File: src/rtl/ifu_fetch_ctrl_if.sv
// Instruction-memory port of the fetch controller: single-outstanding req/gnt request
// channel plus rvalid response channel.
interface ifu_fetch_ctrl_if #(
  parameter int unsigned ADDR_W = 64,
  parameter int unsigned INST_W = 32
);
  logic              mem_req_o;
  logic [ADDR_W-1:0] mem_addr_o;
  logic              mem_gnt_i;
  logic              mem_rvalid_i;
  logic [INST_W-1:0] mem_rdata_i;
  logic              mem_err_i;

  modport master (
    output mem_req_o, mem_addr_o,
    input  mem_gnt_i, mem_rvalid_i, mem_rdata_i, mem_err_i
  );

  modport slave (
    input  mem_req_o, mem_addr_o,
    output mem_gnt_i, mem_rvalid_i, mem_rdata_i, mem_err_i
  );
endinterface

File: src/rtl/ifu_fetch_ctrl.sv
// Instruction fetch controller: latches the PC, issues one memory request at a time, handles
// redirects, misaligned PCs and timeouts. Define IFU_FETCH_LASTHIT_EN for a one-entry last-hit buffer.
module ifu_fetch_ctrl #(
  parameter int unsigned       ADDR_W   = 64,
  parameter int unsigned       INST_W   = 32,
  parameter int unsigned       TIMEOUT  = 255,
  parameter logic [INST_W-1:0] NOP_INST = 32'h00000013
) (
  input  logic              clk,
  input  logic              rst,
  input  logic [ADDR_W-1:0] pc_i,
  input  logic              ce_i,
  input  logic              redirect_i,
  input  logic              consume_i,
  output logic [INST_W-1:0] inst_o,
  output logic [ADDR_W-1:0] inst_pc_o,
  output logic              inst_valid_o,
  output logic              err_o,
  output logic              busy_o,
  ifu_fetch_ctrl_if.master  mem
);

  localparam logic [1:0] S_IDLE = 2'd0;
  localparam logic [1:0] S_REQ  = 2'd1;
  localparam logic [1:0] S_WAIT = 2'd2;
  localparam logic [1:0] S_HOLD = 2'd3;

  localparam logic [7:0] CNT_LAST = 8'(TIMEOUT - 1);

  logic [1:0]        state_q, state_d;
  logic [ADDR_W-1:0] addr_q, addr_d;
  logic [INST_W-1:0] inst_q, inst_d;
  logic [ADDR_W-1:0] ipc_q, ipc_d;
  logic              err_q, err_d;
  logic              valid_q, valid_d;
  logic              drop_q, drop_d;
  logic [7:0]        cnt_q, cnt_d;

  logic              start;
  logic [ADDR_W-1:0] start_pc;
  logic              hit;

`ifdef IFU_FETCH_LASTHIT_EN
  logic [ADDR_W-1:0] lh_tag_q;
  logic [INST_W-1:0] lh_data_q;
  logic              lh_valid_q;

  assign hit = lh_valid_q && (lh_tag_q == start_pc);

  always_ff @(posedge clk or posedge rst) begin
    if (rst) begin
      lh_tag_q   <= '0;
      lh_data_q  <= '0;
      lh_valid_q <= 1'b0;
    end else if (state_q == S_WAIT && mem.mem_rvalid_i) begin
      if (mem.mem_err_i) begin
        lh_valid_q <= 1'b0;
      end else if (!drop_q && !redirect_i) begin
        lh_tag_q   <= addr_q;
        lh_data_q  <= mem.mem_rdata_i;
        lh_valid_q <= 1'b1;
      end
    end else if (state_q == S_WAIT && cnt_q == CNT_LAST) begin
      lh_valid_q <= 1'b0;
    end
  end
`else
  assign hit = 1'b0;
`endif

  // A new fetch starts from IDLE/HOLD, on a redirect, or after a dropped response
  always_comb begin
    start    = 1'b0;
    start_pc = pc_i;
    case (state_q)
      S_IDLE: start = ce_i;
      S_REQ:  start = redirect_i && !mem.mem_gnt_i;
      S_WAIT: begin
        if (mem.mem_rvalid_i && (redirect_i || drop_q)) begin
          start    = 1'b1;
          start_pc = redirect_i ? pc_i : addr_q;
        end
      end
      S_HOLD: start = redirect_i || (consume_i && ce_i);
      default: start = 1'b0;
    endcase
  end

  always_comb begin
    state_d = state_q;
    addr_d  = addr_q;
    inst_d  = inst_q;
    ipc_d   = ipc_q;
    err_d   = err_q;
    valid_d = valid_q;
    drop_d  = drop_q;
    cnt_d   = cnt_q;

    case (state_q)
      S_REQ: begin
        // A redirect coinciding with grant: memory took the old address, so drop its response
        if (mem.mem_gnt_i) begin
          state_d = S_WAIT;
          cnt_d   = '0;
          if (redirect_i) begin
            addr_d = pc_i;
            drop_d = 1'b1;
          end
        end
      end
      S_WAIT: begin
        cnt_d = cnt_q + 8'd1;
        if (mem.mem_rvalid_i) begin
          if (!redirect_i && !drop_q) begin
            state_d = S_HOLD;
            valid_d = 1'b1;
            ipc_d   = addr_q;
            err_d   = mem.mem_err_i;
            inst_d  = mem.mem_err_i ? NOP_INST : mem.mem_rdata_i;
          end
        end else begin
          if (redirect_i) begin
            addr_d = pc_i;
            drop_d = 1'b1;
          end
          if (cnt_q == CNT_LAST) begin
            state_d = S_HOLD;
            valid_d = 1'b1;
            ipc_d   = addr_d;
            err_d   = 1'b1;
            inst_d  = NOP_INST;
            drop_d  = 1'b0;
          end
        end
      end
      S_HOLD: begin
        if (consume_i && !redirect_i && !ce_i) begin
          state_d = S_IDLE;
          valid_d = 1'b0;
        end
      end
      default: ;
    endcase

    if (start) begin
      addr_d = start_pc;
      drop_d = 1'b0;
      if (start_pc[1:0] != 2'b00) begin
        state_d = S_HOLD;
        valid_d = 1'b1;
        ipc_d   = start_pc;
        err_d   = 1'b1;
        inst_d  = NOP_INST;
      end else if (hit) begin
        state_d = S_HOLD;
        valid_d = 1'b1;
        ipc_d   = start_pc;
        err_d   = 1'b0;
`ifdef IFU_FETCH_LASTHIT_EN
        inst_d  = lh_data_q;
`endif
      end else begin
        state_d = S_REQ;
        valid_d = 1'b0;
      end
    end
  end

  always_ff @(posedge clk or posedge rst) begin
    if (rst) begin
      state_q <= S_IDLE;
      addr_q  <= '0;
      inst_q  <= '0;
      ipc_q   <= '0;
      err_q   <= 1'b0;
      valid_q <= 1'b0;
      drop_q  <= 1'b0;
      cnt_q   <= '0;
    end else begin
      state_q <= state_d;
      addr_q  <= addr_d;
      inst_q  <= inst_d;
      ipc_q   <= ipc_d;
      err_q   <= err_d;
      valid_q <= valid_d;
      drop_q  <= drop_d;
      cnt_q   <= cnt_d;
    end
  end

  assign inst_o         = inst_q;
  assign inst_pc_o      = ipc_q;
  assign inst_valid_o   = valid_q;
  assign err_o          = err_q;
  assign busy_o         = (state_q == S_REQ) || (state_q == S_WAIT);
  assign mem.mem_req_o  = (state_q == S_REQ);
  assign mem.mem_addr_o = addr_q;

endmodule
File: src/flat_wrapper.sv
// flat-port wrapper written by rule: the top's interface ports become plain ports
module ifu_fetch_ctrl_flat 
#(
  parameter int unsigned       ADDR_W   = 64,
  parameter int unsigned       INST_W   = 32,
  parameter int unsigned       TIMEOUT  = 255,
  parameter logic [INST_W-1:0] NOP_INST = 32'h00000013
)
  (clk, rst, pc_i, ce_i, redirect_i, consume_i, inst_o, inst_pc_o, inst_valid_o, err_o, busy_o, mem_mem_req_o, mem_mem_addr_o, mem_mem_gnt_i, mem_mem_rvalid_i, mem_mem_rdata_i, mem_mem_err_i);
  ifu_fetch_ctrl_if #(.ADDR_W(ADDR_W), .INST_W(INST_W)) mem_i ();
  input  logic clk;
  input  logic rst;
  input  logic [ADDR_W-1:0] pc_i;
  input  logic ce_i;
  input  logic redirect_i;
  input  logic consume_i;
  output logic [INST_W-1:0] inst_o;
  output logic [ADDR_W-1:0] inst_pc_o;
  output logic inst_valid_o;
  output logic err_o;
  output logic busy_o;
  output wire logic [$bits(mem_i.mem_req_o)-1:0] mem_mem_req_o;
  output wire logic [$bits(mem_i.mem_addr_o)-1:0] mem_mem_addr_o;
  input wire logic [$bits(mem_i.mem_gnt_i)-1:0] mem_mem_gnt_i;
  input wire logic [$bits(mem_i.mem_rvalid_i)-1:0] mem_mem_rvalid_i;
  input wire logic [$bits(mem_i.mem_rdata_i)-1:0] mem_mem_rdata_i;
  input wire logic [$bits(mem_i.mem_err_i)-1:0] mem_mem_err_i;
  assign mem_mem_req_o = mem_i.mem_req_o;
  assign mem_mem_addr_o = mem_i.mem_addr_o;
  assign mem_i.mem_gnt_i = mem_mem_gnt_i;
  assign mem_i.mem_rvalid_i = mem_mem_rvalid_i;
  assign mem_i.mem_rdata_i = mem_mem_rdata_i;
  assign mem_i.mem_err_i = mem_mem_err_i;
  ifu_fetch_ctrl #(.ADDR_W(ADDR_W), .INST_W(INST_W), .TIMEOUT(TIMEOUT), .NOP_INST(NOP_INST)) u_core (.clk(clk), .rst(rst), .pc_i(pc_i), .ce_i(ce_i), .redirect_i(redirect_i), .consume_i(consume_i), .inst_o(inst_o), .inst_pc_o(inst_pc_o), .inst_valid_o(inst_valid_o), .err_o(err_o), .busy_o(busy_o), .mem(mem_i));
endmodule
File: config.mk
export PLATFORM = sky130hd
export DESIGN_NAME = ifu_fetch_ctrl_flat
export DESIGN_NICKNAME = d
export VERILOG_FILES = /design/src/rtl/ifu_fetch_ctrl_if.sv /design/src/rtl/ifu_fetch_ctrl.sv /design/src/flat_wrapper.sv
export SDC_FILE = /design/constraint.sdc
export NUM_CORES = 1
export LEC_CHECK = 0
export CORE_UTILIZATION = 43
export DETAILED_ROUTE_END_ITERATION = 12
export PLACE_DENSITY_LB_ADDON = 0.2
export SYNTH_ARGS = -nofsm -noshare
export SYNTH_HDL_FRONTEND = slang
export SYNTH_SLANG_ARGS = --single-unit
File: constraint.sdc
create_clock -name clk -period 15.9 [get_ports clk]
set_input_delay 3.975 -clock clk [delete_from_list [all_inputs] [get_ports clk]]
set_output_delay 3.975 -clock clk [all_outputs]
set_load 0.03 [all_outputs]
==> flow_metrics.env, run 1 <==
export IMPL_status="completed"
export IMPL_clk_pin_slew_ps=70
export IMPL_tightestPinTransition_ps=1170
export IMPL_post_drt_wl_per_cell_microns=18.6
export IMPL_nets=1289
export IMPL_start_kind="input port"
export IMPL_crit_type="in2reg"
export IMPL_avgSynthCellArea_sq_um=9.54
export IMPL_drt_iter0_markers=577
export IMPL_place_inst=1435
export IMPL_leakagePower_nw=5.03
export IMPL_yosysUniqueCellTypes=43
export IMPL_synth_edf_count=0
export IMPL_io_buffers=267
export IMPL_synth_seq_area_share_pct=46.7
export IMPL_ctsHoldBuffers=0
export IMPL_first_global_vias=8123
export IMPL_reg2reg_to="u_core.inst_pc_o[39]"
export IMPL_drc=0
export IMPL_arrival_ps=7740
export IMPL_rsz0062_at_grt="false"
export IMPL_cts_tree="built"
export IMPL_die_area_sq_um=22100
export IMPL_clk_latency_ps=430
export IMPL_worstPathMaxFanout=110
export IMPL_drtAntennaViolNets=0
export IMPL_yosys_top_cells_area="dfrtp_1 (47%), mux2i_1 (7.3%), o2bb2ai_1 (5.7%)"
export IMPL_antenna_found_initial=0
export IMPL_core_sq_um=21100
export IMPL_first_pass_iters=7
export IMPL_setup_viol=0
export IMPL_yosysTopAreaCellShare_pct=46.7
export IMPL_postCtsSetupBuffers=0
export IMPL_yosysWarningCount=0
export IMPL_synthArstFlopShare_pct=100
export IMPL_htree_levels=4
export IMPL_fin_skew_ps=13.7
export IMPL_grt_ovfl_total=0
export IMPL_ctsResizeCount=0
export IMPL_min_to="u_core.cnt_q[7]"
export IMPL_grt_first_pass_wirelength_microns=43300
export IMPL_yosysMostFrequentCell="dfrtp_1"
export IMPL_cts_buffers=17
export IMPL_r2r_slack_ps=11460
export IMPL_setup_worst_path_end_class="flip-flop"
export IMPL_period_share_pct=47.1
export IMPL_r2r_start="u_core.state_q[0]"
export IMPL_synth_commonest_cells="dfrtp_1 (173), nand2_1 (108), a21oi_1 (93)"
export IMPL_hp_start="u_core.cnt_q[7]"
export IMPL_relSlewSlack_pct=21.9
export IMPL_maxCapViolations=0
export IMPL_synth_cells=971
export IMPL_fin_util_pct=59.8
export IMPL_clockRootBuffer="clkbuf_16"
export IMPL_hpwl_microns=16700
export IMPL_cts_sinks=173
export IMPL_synth_area_leader_cell="dfrtp_1"
export IMPL_die_w_microns=149
export IMPL_routed_wl_microns=27300
export IMPL_holdPathStages=1
export IMPL_initial_core_util_pct=43.9
export IMPL_synth_ff_latch_count=173
export IMPL_peakVddDrop_uv=145
export IMPL_syn_to_final_growth_pct=36.2
export IMPL_io_pins=268
export IMPL_place_gp_congestion=0.812
export IMPL_final_cells=1467
export IMPL_syn_area_sq_um=9260
export IMPL_hp_class="reg2reg"
export IMPL_worstRegToRegCells=8
export IMPL_rows=53
export IMPL_crit_required_ps=16160
export IMPL_hold_violations=0
export IMPL_finalCriticalPeriod_ps=7490
export IMPL_fp_dieH_microns=149
export IMPL_power_density_nw_per_um2=224
export IMPL_grt_usage_pct=24.8
export IMPL_syn_num_nets=1081
export IMPL_antennaDiodeCount=0
export IMPL_timing_setup_tns_ps=0
export IMPL_layout_drive_gt1_share_pct=6.38
export IMPL_fmax_ghz=0.134
export IMPL_synthFlopType="dfrtp_1"
export IMPL_vias=8536
export IMPL_routed_via_density=5.82
export IMPL_slew_viol_final=0
export IMPL_grt_max_degree=111
export IMPL_clk_path_buf_depth=2
worst max path at each step:
| stage | startpoint | endpoint | slack, ps | cells past startpoint |
|---|---|---|---|---|
| 2_1_floorplan | rst | u_core.cnt_q[0] | 7240 | 1 |
| 3_3_place_gp | mem_mem_rvalid_i | u_core.inst_pc_o[57] | 8080 | 8 |
| 3_5_place_dp | mem_mem_rvalid_i | u_core.inst_pc_o[51] | 7940 | 8 |
| 4_1_cts | mem_mem_rvalid_i | u_core.inst_pc_o[51] | 8380 | 8 |
| 5_1_grt | mem_mem_rvalid_i | u_core.inst_pc_o[30] | 8100 | 8 |
| 6_report | mem_mem_rvalid_i | u_core.inst_pc_o[39] | 8410 | 7 |
final cells by class:
type                    count  area (sq um)
fillers                  1839          8470
multi-input cells         702          4570
flip-flops and latches    173          4330
repair buffers            277          2750
clock buffers              19           443
well taps                 275           344
clock inverters            13           153
inverters                   8          35.0
state kept, by name, summed over array words and instances (netlist names):
name and cells:
u_core.inst_valid_o 1, u_core.err_o 1, u_core.mem.mem_addr_o 64, u_core.cnt_q 8, u_core.inst_pc_o 64, u_core.drop_q 1
u_core.inst_o 32, u_core.state_q 2
cells by family after synthesis:
family                     Yosys count  share of synthesized area (%)
AOI/OAI and AO/OA                  384                           28.0
and+or+nand+nor                    220                           9.89
DFF                                173                           46.7
buffers and inverters               96                           4.35
muxes                               92                           10.3
adders and majority gates            6                          0.810
worst max-delay path: stages:
cell             delay (ps)
clkdlybuf4s50_1         630
o211ai_4                110
buf_4                   380
mux2_2                  440
a21oi_4                 870
buf_4                   940
a21oi_1                 220
per-layer routing:
layer	track usage (%)	part of all wire, %	vias to the layer above
met4	8.32	1.9	0
li1	-	-	4040
met3	6.48	7.8	32
met5	0	0	-
met2	37.7	46	314
met1	34.3	44	4150
power by group:
part	leakage [nW]	switching (mW)	internal [mW]
combinational	2.67	0.951	0.633
sequential	2.07	0.172	0.642
clock	0.287	0.185	0.239
placed cells by master (no fill, tap or decap), drive strengths merged, types with 19 or more instances in the layout:
cell type and n:
a211oi 61, a21oi 95, a22oi 31, a31oi 22, clkbuf 19, clkdlybuf4s50 266, dfrtp 173, mux2 24
mux2i 68, nand2 108, nor2 81, o211ai 48, o21ai 50, o2bb2ai 60
stage by stage:
stage | worst slack [ps] | instance area (sq um) | total power, mW | hold WS (ps)
after floorplan | 7240 | 9260 | 1.81 | 466
after detailed placement | 7940 | 12000 | 2.40 | 496
final | 8410 | 12600 | 2.82 | 511
after global routing | 8100 | 12600 | 3.00 | 541
after CTS | 8380 | 12600 | 2.84 | 510
after global placement | 8080 | 12000 | 2.37 | 484
Note: power is estimated with default switching activity, not from simulation.
==> run 2, diff against run 1 <==
Clock period 15.9 ns to 6.85 ns, I/O delays scaled along.
==> run 2 against run 1 <==
Against the previous run:
- combinational power rose by 130%
- routed wire length fell by 0.28%
- clock skew fell by 0.58 ps
- critical endpoint is now u_core.inst_pc_o[53]
- design area rose by 0.76%
==> flow_metrics.env, run 2 (same netlist as run 1, synthesis figures left out) <==
export IMPL_status="completed"
export IMPL_slew_viol_final=0
export IMPL_cts_tree="built"
export IMPL_final_common_cell="clkdlybuf4s50_1"
export IMPL_crit_required_ps=7190
export IMPL_cp_endpoint="u_core.inst_pc_o[53]"
export IMPL_routed_via_density=5.81
export IMPL_clk_latency_ps=430
export IMPL_place_gp_congestion=0.789
export IMPL_drtAntennaViolNets=0
export IMPL_final_area_sq_um=12700
export IMPL_fp_dieH_microns=149
export IMPL_worstRegToRegCells=8
export IMPL_arrival_ps=4890
export IMPL_routed_wl_microns=27200
export IMPL_setup_worst_path_end_class="flip-flop"
export IMPL_power_density_nw_per_um2=522
export IMPL_die_w_microns=149
export IMPL_cts_sinks=173
export IMPL_antenna_found_initial=0
export IMPL_clk_path_buf_depth=2
export IMPL_fmax_ghz=0.219
export IMPL_ctsHoldBuffers=0
export IMPL_start_kind="input port"
export IMPL_hp_class="reg2reg"
export IMPL_crit_type="in2reg"
export IMPL_worst_path_max_delay_cell="a21oi_4"
export IMPL_initial_core_util_pct=43.9
export IMPL_r2r_slack_ps=3020
export IMPL_vias=8538
export IMPL_maxCapViolations=0
export IMPL_rsz0062_at_grt="false"
export IMPL_path_cells="clkdlybuf4s50_1 -> nand4b_4 -> mux2_2 -> a21oi_4 -> buf_4 -> a211oi_1 -> a31oi_1"
export IMPL_timing_setup_tns_ps=0
export IMPL_syn_to_final_growth_pct=37.3
export IMPL_fin_skew_ps=13.1
export IMPL_period_share_pct=66.5
export IMPL_most_common_layout_cells="clkdlybuf4s50_1 (266), dfrtp_1 (173), nand2_1 (108)"
export IMPL_grt_first_pass_wirelength_microns=42900
export IMPL_nets=1292
export IMPL_grt_max_degree=174
export IMPL_core_sq_um=21100
export IMPL_postCtsSetupBuffers=0
export IMPL_rows=53
export IMPL_ctsResizeCount=0
export IMPL_clk_pin_slew_ps=70
export IMPL_tightestPinTransition_ps=1250
export IMPL_grt_ovfl_total=0
export IMPL_holdWs_ps=499
export IMPL_first_pass_iters=5
export IMPL_drc=0
export IMPL_final_cells=1470
export IMPL_place_area_sq_um=12100
export IMPL_cts_buffers=17
export IMPL_htree_levels=4
export IMPL_relSlewSlack_pct=16.7
export IMPL_setup_viol=0
export IMPL_total_power_mw=6.63
export IMPL_hpwl_microns=16800
export IMPL_antennaDiodeCount=0
export IMPL_drt_iter0_markers=627
export IMPL_place_inst=1438
export IMPL_hold_violations=0
export IMPL_r2r_start="u_core.state_q[0]"
export IMPL_layout_drive_gt1_share_pct=6.69
export IMPL_peakVddDrop_uv=292
export IMPL_worstPathMaxFanout=43
export IMPL_die_area_sq_um=22100
export IMPL_post_drt_wl_per_cell_microns=18.5
export IMPL_clockRootBuffer="clkbuf_16"
export IMPL_first_global_vias=7932
export IMPL_critPathLaunch="mem_mem_rvalid_i"
export IMPL_finalCriticalPeriod_ps=4560
export IMPL_grt_usage_pct=24.6
export IMPL_critical_path_max_stage_delay_ps=930
export IMPL_leakagePower_nw=5.08
export IMPL_io_buffers=267
export IMPL_reg2reg_to="u_core.inst_pc_o[53]"
export IMPL_io_pins=268
run 2: cell count changes in the layout (fill, tap and decap cells not counted):
cell | previous run | this run
buf_12 | 0 | 3
clkinv_4 | 3 | 1
inv_6 | 5 | 7
inv_8 | 1 | 3
bufinv_16 | 2 | 3
clkbuf_1 | 1 | 0
clkinv_2 | 1 | 0
clkinvlp_4 | 2 | 1
run 2: area by class of cell:
type | count | area, sq um
inverters | 8 | 35.0
flip-flops and latches | 173 | 4330
clock buffers | 18 | 439
clock inverters | 14 | 193
repair buffers | 280 | 2810
multi-input cells | 702 | 4570
fillers | 1834 | 8370
well taps | 275 | 344
run 2: report_power, final:
group	switching (mW)	leakage, nW	internal [mW]	total [mW]
clock	0.451	0.309	0.600	1.05
combinational	2.20	2.70	1.49	3.68
sequential	0.407	2.07	1.49	1.90
total	3.06	5.08	3.58	6.63
run 2: worst min path at each step:
stage	startpoint	endpoint	slack (ps)	cells past startpoint
CTS	u_core.cnt_q[7]	u_core.cnt_q[7]	510	1
finish	u_core.cnt_q[7]	u_core.cnt_q[7]	500	1
global route	u_core.cnt_q[7]	u_core.cnt_q[7]	530	1
global placement	u_core.cnt_q[7]	u_core.cnt_q[7]	480	1
floorplan	u_core.cnt_q[7]	u_core.cnt_q[7]	470	1
detailed placement	u_core.cnt_q[7]	u_core.cnt_q[7]	490	1
run 2: per-stage QoR:
| step | setup slack (ps) | util, % |
|---|---|---|
| after floorplan | 449 | - |
| after global placement | 2000 | 57.3 |
| after detailed placement | 1910 | 57.3 |
| after CTS | 2330 | 60.3 |
| after global routing | 2080 | 60.3 |
| final | 2290 | 60.3 |
run 2: worst max-delay path: cells and delay by family:
family	cells	cell delay, ps
compound gates	3	1230
buf+inv	2	1040
mux	1	460
simple gates	1	430
run 2: layer usage:
metal  up-vias  routed length [microns]  track usage [%]
li1       4043                        -                -
met2       342                    12300             37.7
met3        25                     2130             5.66
met5         -                        0                0
met4         0                      418             7.40
met1      4128                    12300             34.5
